$ cat config.mk
export PLATFORM = sky130hd
export DESIGN_NAME = hf_compression
export DESIGN_NICKNAME = d
export VERILOG_FILES = /design/src/rtl/hf_pkg.sv /design/src/rtl/hf_code_table.sv /design/src/rtl/hf_compression.sv
export SDC_FILE = /design/constraint.sdc
export NUM_CORES = 1
export LEC_CHECK = 0
export ABC_CLOCK_PERIOD_IN_PS = 8000
export BUFFER_PORTS_ARGS = -buffer_cell sky130_fd_sc_hd__buf_2
export CAP_MARGIN = 20
export CORE_UTILIZATION = 60
export DETAILED_ROUTE_END_ITERATION = 10
export GPL_TIMING_DRIVEN = 0
export PLACE_DENSITY = 0.83
export SYNTH_ARGS = -nofsm -noshare
export SYNTH_HDL_FRONTEND = slang
export SYNTH_HIERARCHICAL = 1
export SYNTH_SLANG_ARGS = --single-unit
export TNS_END_PERCENT = 50
$ cat constraint.sdc
create_clock -name CLK -period 8 [get_ports CLK]
set_clock_uncertainty 0.1 [all_clocks]
set_input_delay 1.2 -clock CLK [delete_from_list [all_inputs] [get_ports CLK]]
set_output_delay 1.2 -clock CLK [all_outputs]
set_load 0.02 [all_outputs]
$ cat src/rtl/hf_pkg.sv
// Shared Huffman definitions used by hf_compression and hf_decompression.
package hf_pkg;
  localparam int HF_SYM_W   = 4;
  localparam int HF_NUM_SYM = 16;
  localparam int HF_MAX_LEN = 16;
  localparam int HF_LEN_W   = 5;

  typedef enum logic [0:0] {
    HF_IDLE  = 1'b0,
    HF_SHIFT = 1'b1
  } hf_state_e;

  typedef struct packed {
    logic [HF_MAX_LEN-1:0] code;
    logic [HF_LEN_W-1:0]   len;
  } hf_entry_t;
endpackage

$ cat src/rtl/hf_code_table.sv
// 16-entry Huffman code table.
// It has one synchronous write port and a combinational read port, and it is cleared on reset.
module hf_code_table
  import hf_pkg::*;
#(
  parameter int MAX_LEN = HF_MAX_LEN,
  parameter int LEN_W   = HF_LEN_W
) (
  input  logic                CLK,
  input  logic                Reset,
  input  logic                wr_en,
  input  logic [HF_SYM_W-1:0] wr_sym,
  input  logic [MAX_LEN-1:0]  wr_code,
  input  logic [LEN_W-1:0]    wr_len,
  input  logic [HF_SYM_W-1:0] rd_sym,
  output logic [MAX_LEN-1:0]  rd_code,
  output logic [LEN_W-1:0]    rd_len
);
  logic [MAX_LEN-1:0] code_reg [HF_NUM_SYM];
  logic [LEN_W-1:0]   len_reg  [HF_NUM_SYM];

  always_ff @(posedge CLK) begin
    if (Reset) begin
      for (int i = 0; i < HF_NUM_SYM; i++) begin
        code_reg[i] <= '0;
        len_reg[i]  <= '0;
      end
    end else if (wr_en) begin
      code_reg[wr_sym] <= wr_code;
      len_reg[wr_sym]  <= wr_len;
    end
  end

  assign rd_code = code_reg[rd_sym];
  assign rd_len  = len_reg[rd_sym];
endmodule

$ cat src/rtl/hf_compression.sv
// Huffman encoder. It serializes table codes MSB-first, one bit per clock, and consecutive codes follow each other without gaps.
// Optional HF_STATS_EN adds the sym_count and bit_count statistics outputs.
module hf_compression
  import hf_pkg::*;
#(
  parameter int MAX_LEN = HF_MAX_LEN,
  parameter int LEN_W   = HF_LEN_W
) (
  input  logic                CLK,
  input  logic                Reset,
  input  logic                tbl_wr_en,
  input  logic [HF_SYM_W-1:0] tbl_wr_sym,
  input  logic [MAX_LEN-1:0]  tbl_wr_code,
  input  logic [LEN_W-1:0]    tbl_wr_len,
  input  logic [HF_SYM_W-1:0] sym_in,
  input  logic                sym_in_valid,
  output logic                sym_in_ready,
  output logic                hf_out,
  output logic                hf_out_valid,
  output logic                sym_unmapped
`ifdef HF_STATS_EN
  ,
  output logic [31:0]         sym_count,
  output logic [31:0]         bit_count
`endif
);
  localparam logic [0:0] ST_IDLE  = HF_IDLE;
  localparam logic [0:0] ST_SHIFT = HF_SHIFT;
  localparam int IDX_W = $clog2(MAX_LEN);

  logic [0:0]         state_reg;
  logic [MAX_LEN-1:0] shreg_reg;
  logic [LEN_W-1:0]   rem_reg;
  logic               hf_out_reg, hf_out_valid_reg, sym_unmapped_reg;

  logic [MAX_LEN-1:0] rd_code;
  logic [LEN_W-1:0]   rd_len, len_clamped, len_m1, shift_amt;
  logic               accept, first_bit;
  logic [IDX_W-1:0]   first_idx;

  // Lookup uses pre-write contents, so a write and an accept on the same edge behave correctly.
  hf_code_table #(.MAX_LEN(MAX_LEN), .LEN_W(LEN_W)) u_table (
    .CLK     (CLK),
    .Reset   (Reset),
    .wr_en   (tbl_wr_en && (state_reg == ST_IDLE)),
    .wr_sym  (tbl_wr_sym),
    .wr_code (tbl_wr_code),
    .wr_len  (tbl_wr_len),
    .rd_sym  (sym_in),
    .rd_code (rd_code),
    .rd_len  (rd_len)
  );

  assign sym_in_ready = (state_reg == ST_IDLE) ||
                        ((state_reg == ST_SHIFT) && (rem_reg == '0));
  assign accept       = sym_in_valid && sym_in_ready;

  assign len_clamped = (rd_len > LEN_W'(MAX_LEN)) ? LEN_W'(MAX_LEN) : rd_len;
  assign len_m1      = len_clamped - LEN_W'(1);
  assign first_idx   = len_m1[IDX_W-1:0];
  assign first_bit   = rd_code[first_idx];
  assign shift_amt   = LEN_W'(MAX_LEN) - len_clamped + LEN_W'(1);

  always_ff @(posedge CLK) begin
    if (Reset) begin
      state_reg        <= ST_IDLE;
      shreg_reg        <= '0;
      rem_reg          <= '0;
      hf_out_reg       <= 1'b0;
      hf_out_valid_reg <= 1'b0;
      sym_unmapped_reg <= 1'b0;
    end else begin
      sym_unmapped_reg <= 1'b0;
      if (accept) begin
        if (len_clamped != '0) begin
          hf_out_reg       <= first_bit;
          hf_out_valid_reg <= 1'b1;
          shreg_reg        <= rd_code << shift_amt;
          rem_reg          <= len_m1;
          state_reg        <= ST_SHIFT;
        end else begin
          sym_unmapped_reg <= 1'b1;
          hf_out_reg       <= 1'b0;
          hf_out_valid_reg <= 1'b0;
          rem_reg          <= '0;
          state_reg        <= ST_IDLE;
        end
      end else if ((state_reg == ST_SHIFT) && (rem_reg != '0)) begin
        hf_out_reg <= shreg_reg[MAX_LEN-1];
        shreg_reg  <= shreg_reg << 1;
        rem_reg    <= rem_reg - LEN_W'(1);
      end else begin
        hf_out_reg       <= 1'b0;
        hf_out_valid_reg <= 1'b0;
        state_reg        <= ST_IDLE;
      end
    end
  end

  assign hf_out       = hf_out_reg;
  assign hf_out_valid = hf_out_valid_reg;
  assign sym_unmapped = sym_unmapped_reg;

`ifdef HF_STATS_EN
  logic [31:0] sym_count_reg, bit_count_reg;

  always_ff @(posedge CLK) begin
    if (Reset) begin
      sym_count_reg <= '0;
      bit_count_reg <= '0;
    end else begin
      if (accept && (len_clamped != '0)) sym_count_reg <= sym_count_reg + 32'd1;
      if (hf_out_valid_reg)              bit_count_reg <= bit_count_reg + 32'd1;
    end
  end

  assign sym_count = sym_count_reg;
  assign bit_count = bit_count_reg;
`endif
endmodule

* Word level (Yosys, flattened, before mapping)
Memories as Yosys holds them, arrays and structs flattened.
Cells that the tools add are included.
** Word-level totals
- Word-level logic and storage cells :: 58
- Bits in read-only memories :: 0
- Output and inout bits :: 4
- Bits in writable memories :: 336
- Bits in registers :: 24
- Input port bits :: 33
- Bits in latches :: 0
- Memories :: 2
** Memory list
- u_table.code_reg :: depth 16, width 16, read ports 1, clocked after memory_dff 0, write ports 16, RTL line hf_code_table.sv:19 : logic [MAX_LEN-1:0] code_reg [HF_NUM_SYM];
- u_table.len_reg :: depth 16, width 5, read ports 1, clocked after memory_dff 0, write ports 16, RTL line hf_code_table.sv:20 : logic [LEN_W-1:0] len_reg [HF_NUM_SYM];
** Cells by class
- Bitwise logic cells :: 2
- Magnitude comparators :: 2
- Shifts and indexed selects :: 1
- Muxes and demuxes :: 27
- Multiply operators :: 0
- Add/sub/neg operators :: 4
- Divide/modulo/power cells :: 0
- Eq/ne operators :: 2
- Reduce and logical (&&, ||, !) cells :: 13
** Operators with widths (count)
- $mux 16 :: 4
- $mux 5 :: 5
- $reduce_or 16->1 :: 1
- $shl 16x5->16 :: 1
- $mux 1 :: 15
- $reduce_bool 5->1 :: 2
- $sub 5x1->5 const B :: 2
- $mux 4 :: 2
- $add 5x1->5 const B :: 1
- $gt 5x5->1 const B :: 1
- $logic_not 5->1 :: 1
- $lt 4x5->1 const B :: 1
- $reduce_or 5->1 :: 1
- $sub 5x5->5 const A :: 1
- $bmux 1 s4 :: 1
- $logic_and 1x1->1 :: 4
- $ne 2x1->1 const B :: 1
- $ne 2x2->1 const B :: 1
- $not 1->1 :: 2
- $reduce_and 2->1 :: 1
- $reduce_bool 2->1 :: 1
- $reduce_or 2->1 :: 1
- $logic_or 1x1->1 :: 1

* Depth between registers and ports, before layout
Gate-level depths: netlist of the first run.
An unclocked memory read counts as a cell.
- Depth in word-level cells :: 8
- Mapped depth :: 16

* By module
The synthesis of the first run kept the hierarchy.
** Modules (own cells, without submodules)
- hf_code_table :: cells each 943, sequential area each 10089.7 um^2, area an instance 15107.0 um^2, times used 1
- hf_compression :: cells each 273, sequential area each 480.5 um^2, area an instance 2137.0 um^2, times used 1

* Worst setup path before layout of the first run
No wires, ideal clock.
- Path type :: in2reg
- Start point :: in sym_in[0]
- End point :: reg shreg_reg[13]
- Library setup time :: 0.134 ns
- Arrival time :: 4.376 ns
- Stages on the path :: 16
- Buffers on the path :: 5
- Path slack :: 3.391 ns
- Path through :: buf_4 > buf_4 > mux4_2 > a22oi_1 > nand2_1 > clkbuf_1 > nor2b_1 > inv_1 > clkbuf_1 > ha_1 > clkbuf_1 > mux4_2 > nand2_1 > o211ai_1 > o22ai_1 > o22ai_1
** Between the ends
- Word-level cells in the longest chain between the ends :: 8
- Elaborated cells between the ends (all ways) :: 12
- Classes of those cells :: add/sub: 2; order compare: 1; eq/ne: 1; shift: 1; mux: 3; reduce/logical: 2; memory: 2
** RTL lines
- start: declaration :: RTL line hf_compression.sv:15 : input logic [HF_SYM_W-1:0] sym_in,
- $mem_v2 16x5 (*)
- named net rd_len[4] :: RTL line hf_compression.sv:37 : logic [LEN_W-1:0] rd_len, len_clamped, len_m1, shift_amt;
- $gt 5x5->1 :: RTL line hf_compression.sv:58 : assign len_clamped = (rd_len > LEN_W'(MAX_LEN)) ? LEN_W'(MAX_LEN) : rd_len;
- $mux 5 (*) :: RTL line hf_compression.sv:58
- $sub 5x5->5 :: RTL line hf_compression.sv:62 : assign shift_amt = LEN_W'(MAX_LEN) - len_clamped + LEN_W'(1);
- $add 5x1->5 :: RTL line hf_compression.sv:62
- $shl 16x5->16 :: RTL line hf_compression.sv:78 : shreg_reg <= rd_code << shift_amt;
- $mux 16 :: RTL line hf_compression.sv:75 : if (len_clamped != '0) begin
- $mux 16 :: RTL line hf_compression.sv:74 : if (accept) begin
- end signal: assignment :: RTL line hf_compression.sv:78
- end signal: assignment :: RTL line hf_compression.sv:90 : shreg_reg <= shreg_reg << 1;
- end: declaration :: RTL line hf_compression.sv:32 : logic [MAX_LEN-1:0] shreg_reg;
The timed path passes the listed nets; every way through them passes the cells marked *. The select of a mux whose other input is x is not followed.
A chain may end at the register's enable or synchronous reset.

* Final worst setup path of the first run
- Start point :: in sym_in[1]
- End point :: reg shreg_reg[3]
Same word-level chain as after synthesis.

==> results.toml, run 1 <==
[pwr]
p_switching_mw = 1.08
peakVddDrop_uv = 183
switching_share = 0.247
pwr-share-comb = 0.124
power.internal_mw = 3.30
power_leakage_nw = 6.96
power.density_mw_per_mm2 = 230
power.share.clock = 0.379
seqPwrFrac = 0.496

[worst_setup_path]
r2r-start = "u_table/len_reg[0][4]$_SDFFCE_PN0P_"
cp_common_cell = "clkbuf_1"
r2r_slack_ns = 3.69
cpPeakStageDelay_ns = 0.74
cp.arrival_ns = 5.73
crit_end = "shreg_reg[3]$_SDFFE_PP0P_"
crit_chain = "clkbuf_1 -> buf_2 -> mux4_2 -> a22oi_1 -> nand2_1 -> nor2b_1 -> inv_1 -> clkbuf_1 -> ha_1 -> xnor2_1 -> nor4_1 -> a221oi_1 -> nor3_1"
start_kind = "input port"
crit_required_ns = 8.34
critPathCaptureType = "flip-flop"
crit_path_max_fanout = 11
critPathLaunch = "sym_in[1]"
crit_type = "input port to flip-flop"
rr_worst_depth = 13
rr_endpoint = "shreg_reg[12]$_SDFFE_PP0P_"
slowest_stage = "nor4_1"

[clock_tree]
cts_tree = "done"
clk_pin_slew_worst_paths_ns = 0.06
cts-root-buf = "clkbuf_16"
holdBufCountCts = 0
clock_sink_count = 360
clockBufferDepth = 3
clk_latency_ns = 0.53
postCtsSetupBuffers = 0
ctsResizeCount = 0
htree_levels = 2
cts_inserted_buffers = 37

[synthesis]
synthesis.area_mm2 = 0.0172
synth_area_leaders = "edfxtp_1 59%, and2_1 12%, mux4_2 12%"
synth-seq-cells = 360
yosysUniqueCellTypes = 65
yosysTopAreaCell = "edfxtp_1"
ys_async_sr_fraction = 0
yosys_warnings = 6
syn-num-nets = 1252
ys_dominant_reg_cell = "edfxtp_1"
syn_avg_cell_area_um2 = 14.2
netlist.area_leader.share = 0.585
synth_edf_count = 336
syn_inst = 1216
ys_seq_area_frac = 0.613

[sta]
max-slew-margin-rel = 0.439
tns_ns = 0
setup_ws_ns = 2.60
finalHoldViolCount = 0
maxSlewViolCount = 0
finalCriticalPeriod_ns = 5.40
setup_viol = 0
worstMarginPinSlew_ns = 0.842
fin_crit_sh = 0.674
maxClockFrequency_mhz = 185
rsz0062_at_grt = "false"

[drt]
wire_per_inst_um = 25.4
via_per_inst = 6.40
first_iter_violations = 1601
drtPass1Iterations = 5
routed_wl_um = 43200
num_vias = 10900
drc = 0
ant_nets = 0

[place]
placed_area_mm2 = 0.0179
place_ws_ns = 2.26
gp_congestion = 0.970
port_buffers = 34
dpl.hpwl_um = 28500

[floorplan]
initial_core_util = 0.616
core-area_mm2 = 0.0280
design.die.area_mm2 = 0.0294
rows = 61
io_pins = 37
die_w_um = 172
die_y_um = 172

[grt]
grt_max_degree = 22
grt_pass1_vias = 10900
grt_util_all_layers = 0.308
antenna_found_initial = 3
grt_overflow = 0
grt_pass1_wl_um = 64900

[finish]
fin_nets = 1326
fillers = 1888
post-route-util = 0.680
layout-drive-gt1-share = 0.177
final_cell_area_mm2 = 0.0190
largest_reg_flops = 256
area_delta_synth_final_pct = 10.5

[min_path]
hold_path.class = "flip-flop to flip-flop"
min_path_cells = 2
hold_start = "shreg_reg[0]$_SDFFE_PP0P_"

[run]
drv_cap = 0

[outcome]
status = "completed"
==> worst min path at each step <==
stage,endpoint,slack [ns]
final,shreg_reg[0]$_SDFFE_PP0P_,0.36
after global routing,shreg_reg[0]$_SDFFE_PP0P_,0.38
after CTS,shreg_reg[0]$_SDFFE_PP0P_,0.36
after detailed placement,shreg_reg[0]$_SDFFE_PP0P_,0.35
after global placement,shreg_reg[0]$_SDFFE_PP0P_,0.34
after floorplan,shreg_reg[0]$_SDFFE_PP0P_,0.33
==> critical path, delay by kind of cell <==
family / cells / cell delay (ns)
buffers and inverters: 4 / 1.52
AND/OR/NAND/NOR: 4 / 1.48
AO/OA/AOI/OAI: 2 / 0.46
adder cells (fa/ha/maj): 1 / 0.39
multiplexers: 1 / 0.37
XOR/XNOR: 1 / 0.29
==> cell usage after synthesis, types with 11 or more instances <==
| master | number |
|---|---|
| a21oi_1 | 19 |
| dfxtp_1 | 24 |
| or2_2 | 19 |
| nor2b_1 | 11 |
| buf_2 | 15 |
| o21ai_0 | 13 |
| a221oi_1 | 13 |
| mux4_2 | 89 |
| and2_1 | 339 |
| mux2i_1 | 13 |
| nand2_1 | 36 |
| a22oi_1 | 50 |
| edfxtp_1 | 336 |
| clkbuf_1 | 72 |
| nor2_1 | 32 |
| nor3_1 | 12 |
==> power by group through the flow <==
stage                     Sequential [mW]  Clock, mW  Combinational, mW
after floorplan                      2.20          0              0.364
after global placement               2.21          0              0.522
after detailed placement             2.21          0              0.528
after CTS                            2.17       1.68              0.532
after global routing                 2.18       1.76              0.579
final                                2.17       1.66              0.546
==> metrics by stage <==
step	hold WS, ns	instances	total power, mW
floorplan	0.332	1216	2.56
global placement	0.341	1628	2.73
detailed placement	0.351	1628	2.74
CTS	0.358	1695	4.38
global route	0.379	1696	4.52
finish	0.356	1697	4.38
==> placed cells by master (no fill, tap or decap), types with 5 or more instances in the layout <==
cell / count
a211oi_1: 9
a21oi_1: 19
a221oi_1: 13
a22oi_1: 50
and2_1: 339
buf_2: 49
buf_4: 7
clkbuf_1: 84
clkbuf_16: 37
clkinv_1: 7
dfxtp_1: 24
edfxtp_1: 336
inv_1: 10
mux2i_1: 13
mux4_2: 89
nand2_1: 36
nand2b_1: 7
nand3_1: 7
nor2_1: 32
nor2b_1: 11
nor3_1: 12
o211ai_1: 5
o21ai_0: 13
o22ai_1: 7
or2_2: 19
==> final cells by class <==
type                       instances  area, um^2  share of cell area
sequential                       360       10600               0.555
inverter                          11        41.3             0.00217
antenna                            1        2.50            0.000131
timing repair buffer              35         175             0.00920
clock inverter                    18         183             0.00959
multi-input combinational        744        6180               0.325
tap                              378         473              0.0248
buffer                           101         449              0.0236
clock buffer                      49         971              0.0510
==> metal layers <==
layer  global-route usage  wire length [um]  vias to the layer above
met5                    0                 9                        -
met1                0.405             16000                     5418
met3               0.0559              4200                      123
li1                     -                 -                     4691
met4                0.122              1430                        2
met2                0.510             21500                      624
==> kinds of logic after synthesis <==
kind of cell | share of synthesized area
adder cells (fa/ha/maj) | 0.00218
multiplexers | 0.125
AND/OR/NAND/NOR | 0.172
flip-flops | 0.613
AO/OA/AOI/OAI | 0.0586
XOR/XNOR | 0.00102
buffers and inverters | 0.0284
Note: power is estimated with default switching activity, not from simulation.
==> run 2, diff against run 1 <==
- ABC_CLOCK_PERIOD_IN_PS: 8000 -> 4620
- CORE_UTILIZATION: 60 -> 57
- PLACE_DENSITY: 0.83 -> 0.82
- clock period: 8 -> 4.62 ns (I/O delays scaled with it)
==> run 2 against run 1 <==
Effect of this change:
- cell count rose by 0.47%
- critical path depth stayed put
- cell area down 0.14%
- combinational power grew 70%
- setup slack lost 2.3 ns
- clock power is 67% higher
- routed wire length fell by 2.7%
- critical endpoint is now shreg_reg[12]$_SDFFE_PP0P_
- largest power group unchanged
==> results.toml, run 2 (synthesis results as in run 1) <==
[place]
port_buffers = 34
dpl.hpwl_um = 28000
place_ws_ns = -0.547
gp_congestion = 0.969

[drt]
drc = 0
drtPass1Iterations = 5
num_vias = 10700
ant_nets = 0
wire_per_inst_um = 24.6
via_per_inst = 6.28
routed_wl_um = 42000
first_iter_violations = 1511

[floorplan]
die_y_um = 176
core-area_mm2 = 0.0297
die_w_um = 176
io_pins = 37
initial_core_util = 0.580
design.die.area_mm2 = 0.0310
rows = 63

[worst_setup_path]
slowest_stage = "clkbuf_1"
cp_common_cell = "clkbuf_1"
r2r_slack_ns = 0.60
crit_required_ns = 4.91
crit_path_max_fanout = 13
critPathCaptureType = "flip-flop"
start_kind = "input port"
crit_type = "input port to flip-flop"
cp.arrival_ns = 4.61
path_buf_inv = 5
rr_endpoint = "shreg_reg[12]$_SDFFE_PP0P_"
rr_worst_depth = 12
cpPeakStageDelay_ns = 0.60
crit_chain = "clkbuf_1 -> mux4_2 -> a22oi_1 -> nand2_1 -> clkbuf_1 -> nor2b_1 -> inv_1 -> ha_1 -> clkbuf_1 -> clkbuf_1 -> a221oi_1 -> a221oi_1 -> o22ai_1"
critPathTopFamily = "buffers and inverters"
r2r-start = "u_table/len_reg[3][4]$_SDFFCE_PN0P_"

[pwr]
finalPower_mw = 7.47
power_leakage_nw = 6.95
peakVddDrop_uv = 332
power.density_mw_per_mm2 = 393

[clock_tree]
htree_levels = 2
holdBufCountCts = 0
cts_inserted_buffers = 37
cts-root-buf = "clkbuf_16"
clockBufferDepth = 3
clock_sink_count = 360
cts_tree = "done"
clk_pin_slew_worst_paths_ns = 0.06
clk_latency_ns = 0.53

[sta]
setup_viol = 0
fin_crit_sh = 0.936
setup_ws_ns = 0.297
maxClockFrequency_mhz = 231
rsz0062_at_grt = "false"
finalHoldViolCount = 0
worstMarginPinSlew_ns = 0.819
finalCriticalPeriod_ns = 4.32
maxSlewViolCount = 0
tns_ns = 0
max-slew-margin-rel = 0.454

[finish]
fin_nets = 1324
layout-drive-gt1-share = 0.175
final_common_cell = "and2_1"
mostFrequentLayoutCells = "339 x and2_1, 336 x edfxtp_1, 89 x mux4_2, 83 x clkbuf_1, 50 x a22oi_1"
largest_reg_flops = 256
fillers = 2139
area_delta_synth_final_pct = 10.3

[grt]
grt_pass1_wl_um = 62900
grt_use_met1 = 0.356
grt_overflow = 0
grt_util_all_layers = 0.278
grt_max_degree = 22
antenna_found_initial = 1
grt_busiest_layer = "met2"
gr-usage-met2 = 0.457
met3_usage = 0.0512
grt_pass1_vias = 10900

[min_path]
hold_path.class = "flip-flop to flip-flop"
hold_start = "shreg_reg[0]$_SDFFE_PP0P_"
min_path_cells = 2
min_to = "shreg_reg[0]$_SDFFE_PP0P_"

[run]
drv_cap = 0

[outcome]
status = "completed"
-- run 2: cell types whose count changed in the layout (fill, tap and decap cells not counted), sizes merged --
cell           delta
clkdlybuf4s18     +1
clkinvlp          -3
buf               -1
clkinv            +1
inv               -2
clkbuf            +2
bufinv            -2
-- run 2: through the flow --
step                hold slack, ns  area [um^2]  utilization  instances
floorplan                    0.332        17200            -       1216
detailed placement           0.367        17900        0.603       1641
global route                 0.408        19000        0.640       1704
CTS                          0.375        19000        0.640       1705
finish                       0.376        19000        0.640       1705
global placement             0.346        17900        0.602       1640
-- run 2: worst max-delay path by stage --
stage / from / endpoint / slack [ns] / cells after the start
floorplan: sym_in[0] / shreg_reg[13]$_SDFFE_PP0P_ / 0.52 / 16
global placement: sym_in[1] / shreg_reg[13]$_SDFFE_PP0P_ / -0.51 / 16
detailed placement: sym_in[1] / shreg_reg[11]$_SDFFE_PP0P_ / -0.55 / 14
CTS: sym_in[1] / shreg_reg[2]$_SDFFE_PP0P_ / 0.006 / 13
global route: sym_in[1] / shreg_reg[12]$_SDFFE_PP0P_ / 0.09 / 13
finish: sym_in[1] / shreg_reg[12]$_SDFFE_PP0P_ / 0.30 / 13
-- run 2: worst register-to-register path, stage by stage (launching register included) --
cell,delay [ns]
edfxtp_1,0.39
mux4_2,0.51
a22oi_1,0.22
nand2_1,0.21
clkbuf_1,0.29
nor2b_1,0.20
inv_1,0.22
ha_1,0.35
clkbuf_1,0.36
clkbuf_1,0.43
a221oi_1,0.10
a221oi_1,0.35
o22ai_1,0.14
-- run 2: final cells by class --
type	instances	area (um^2)	share of cell area
buffer	99	445	0.0234
timing repair buffer	35	180	0.00947
clock inverter	12	103	0.00539
sequential	360	10600	0.556
inverter	11	41.3	0.00217
multi-input combinational	744	6180	0.325
antenna	1	2.50	0.000132
tap	390	488	0.0257
clock buffer	53	1010	0.0530
-- run 2: repair_timing --
item                       CTS  global route
buffers inserted             0             0
cloned                       0             0
gates resized for setup      0             6
setup endpoints to repair    2            17
hold endpoints to repair     0             0
-- run 2: report_power, final --
part / total, mW / internal, mW / switching (mW)
clock: 2.78 / 1.58 / 1.20
sequential: 3.76 / 3.71 / 0.0553
combinational: 0.927 / 0.345 / 0.582
-- run 2: per-layer routing --
metal	vias to the layer above	routed length [um]
met1	5289	15700
met4	0	2090
met2	582	20500
li1	4691	-
met5	-	0
met3	144	3720
==> run 3, diff against run 2 <==
- CTS_BUF_LIST: unset -> sky130_fd_sc_hd__clkbuf_4 sky130_fd_sc_hd__clkbuf_8 sky130_fd_sc_hd__clkbuf_16
==> run 3 against run 2 <==
Effect of this change:
- critical path depth grew 1
- clock-buffer cell count is the same
- sequential share of layout area shrank 0.16 points
- clock power grew 4%
- non-clock buffer count is the same
- hold slack gained 0.0012 ns
- cell area grew 0.30%
- power grew 1.2%
- critical path type unchanged
- critical endpoint is now shreg_reg[13]$_SDFFE_PP0P_
==> results.toml, run 3 (synthesis results as in run 1) <==
[finish]
area_delta_synth_final_pct = 10.6
mostFrequentLayoutCells = "339 x and2_1, 336 x edfxtp_1, 89 x mux4_2, 68 x clkbuf_1, 50 x a22oi_1"
final_cell_area_mm2 = 0.0191
fin_nets = 1324
largest_reg_flops = 256
final_common_cell = "and2_1"
layout-drive-gt1-share = 0.186
final_cell_count_no_fill = 1705

[sta]
fin_crit_sh = 0.927
worstMarginPinSlew_ns = 0.795
setup_viol = 0
setup_ws_ns = 0.336
maxClockFrequency_mhz = 233
finalHoldViolCount = 0
hold_ws_ns = 0.378
maxSlewViolCount = 0
finalCriticalPeriod_ns = 4.28
max-slew-margin-rel = 0.467
rsz0062_at_grt = "false"

[worst_setup_path]
crit_type = "input port to flip-flop"
start_kind = "input port"
r2r_slack_ns = 0.60
critPathLaunch = "sym_in[1]"
critPathCaptureType = "flip-flop"
rr_endpoint = "shreg_reg[13]$_SDFFE_PP0P_"
crit_required_ns = 4.91
rr_worst_depth = 13
crit_path_max_fanout = 13
cp.arrival_ns = 4.57
r2r-start = "u_table/len_reg[3][4]$_SDFFCE_PN0P_"

[drt]
drc = 0
ant_nets = 0
wire_per_inst_um = 24.6
via_per_inst = 6.29
first_iter_violations = 1356
routed_wl_um = 42000
drtPass1Iterations = 6
num_vias = 10700

[pwr]
finalPower_mw = 7.57
peakVddDrop_uv = 334
power.density_mw_per_mm2 = 397
power_leakage_nw = 7.00

[place]
place_ws_ns = -0.547
port_buffers = 34
dpl.hpwl_um = 28000
dp_cells = 1641
gp_congestion = 0.969
placed_area_mm2 = 0.0179

[floorplan]
core-area_mm2 = 0.0297
design.die.area_mm2 = 0.0310
rows = 63
die_w_um = 176
io_pins = 37
die_y_um = 176
initial_core_util = 0.580

[grt]
grt_util_all_layers = 0.278
grt_pass1_vias = 10900
antenna_found_initial = 1
grt_overflow = 0
grt_pass1_wl_um = 62900
grt_max_degree = 22

[clock_tree]
htree_levels = 2
clockBufferDepth = 3
cts-root-buf = "clkbuf_16"
cts_tree = "done"
clk_latency_ns = 0.54
clock_sink_count = 360
clk_pin_slew_worst_paths_ns = 0.06
cts_inserted_buffers = 37

[min_path]
hold_path.class = "flip-flop to flip-flop"
min_to = "shreg_reg[0]$_SDFFE_PP0P_"
min_path_cells = 2
hold_start = "shreg_reg[0]$_SDFFE_PP0P_"

[run]
drv_cap = 0

[outcome]
status = "completed"
[run 3: cell types whose count changed in the layout (fill, tap and decap cells not counted)]
cell      delta
clkbuf_4    +15
clkbuf_1    -15
[run 3: layer usage]
| layer | global-route usage | vias to the layer above | wire [um] |
|---|---|---|---|
| met1 | 0.355 | 5334 | 15700 |
| met3 | 0.0519 | 141 | 3570 |
| met5 | 0 | - | 0 |
| met4 | 0.136 | 0 | 2100 |
| met2 | 0.460 | 561 | 20500 |
| li1 | - | 4694 | - |
[run 3: worst max-delay path by stage]
| stage | slack (ns) | end | cells after the start |
|---|---|---|---|
| 2_1_floorplan | 0.52 | shreg_reg[13]$_SDFFE_PP0P_ | 16 |
| 3_3_place_gp | -0.51 | shreg_reg[13]$_SDFFE_PP0P_ | 16 |
| 3_5_place_dp | -0.55 | shreg_reg[11]$_SDFFE_PP0P_ | 14 |
| 4_1_cts | -0.007 | shreg_reg[2]$_SDFFE_PP0P_ | 13 |
| 5_1_grt | 0.09 | shreg_reg[12]$_SDFFE_PP0P_ | 14 |
| 6_report | 0.34 | shreg_reg[13]$_SDFFE_PP0P_ | 14 |
[run 3: critical path, stage by stage]
cell and delay, ns:
clkbuf_1 0.58, mux4_2 0.44, a22oi_1 0.20, nand2_1 0.20
clkbuf_1 0.29, nor2b_1 0.20, inv_1 0.22, ha_1 0.35
clkbuf_1 0.36, mux4_2 0.55, nand2_1 0.08, o211ai_1 0.09
o22ai_1 0.21, o22ai_1 0.10
[run 3: per-stage QoR]
step / TNS (ns) / util
final: 0 / 0.642
after global routing: 0 / 0.642
after CTS: -0.00663 / 0.642
after detailed placement: -8.15 / 0.603
after global placement: -7.41 / 0.602
after floorplan: 0 / -
[run 3: power by group]
part / internal [mW] / switching (mW)
Combinational: 0.345 / 0.582
Sequential: 3.71 / 0.0552
Clock: 1.67 / 1.21
[run 3: cell type report]
cell class | instances | area [um^2]
clock inverters | 12 | 103
flip-flops and latches | 360 | 10600
repair buffers | 35 | 180
well taps | 390 | 488
fillers | 2131 | 10600
multi-input cells | 744 | 6180
clock buffers | 53 | 1060
inverters | 11 | 41.3
diodes | 1 | 2.50
plain buffers | 99 | 445
[run 3: what timing repair did]
item | CTS | global route
hold buffers | 0 | 0
endpoints found under the setup margin | 3 | 17
setup buffers | 0 | 0
gates resized for setup | 0 | 6
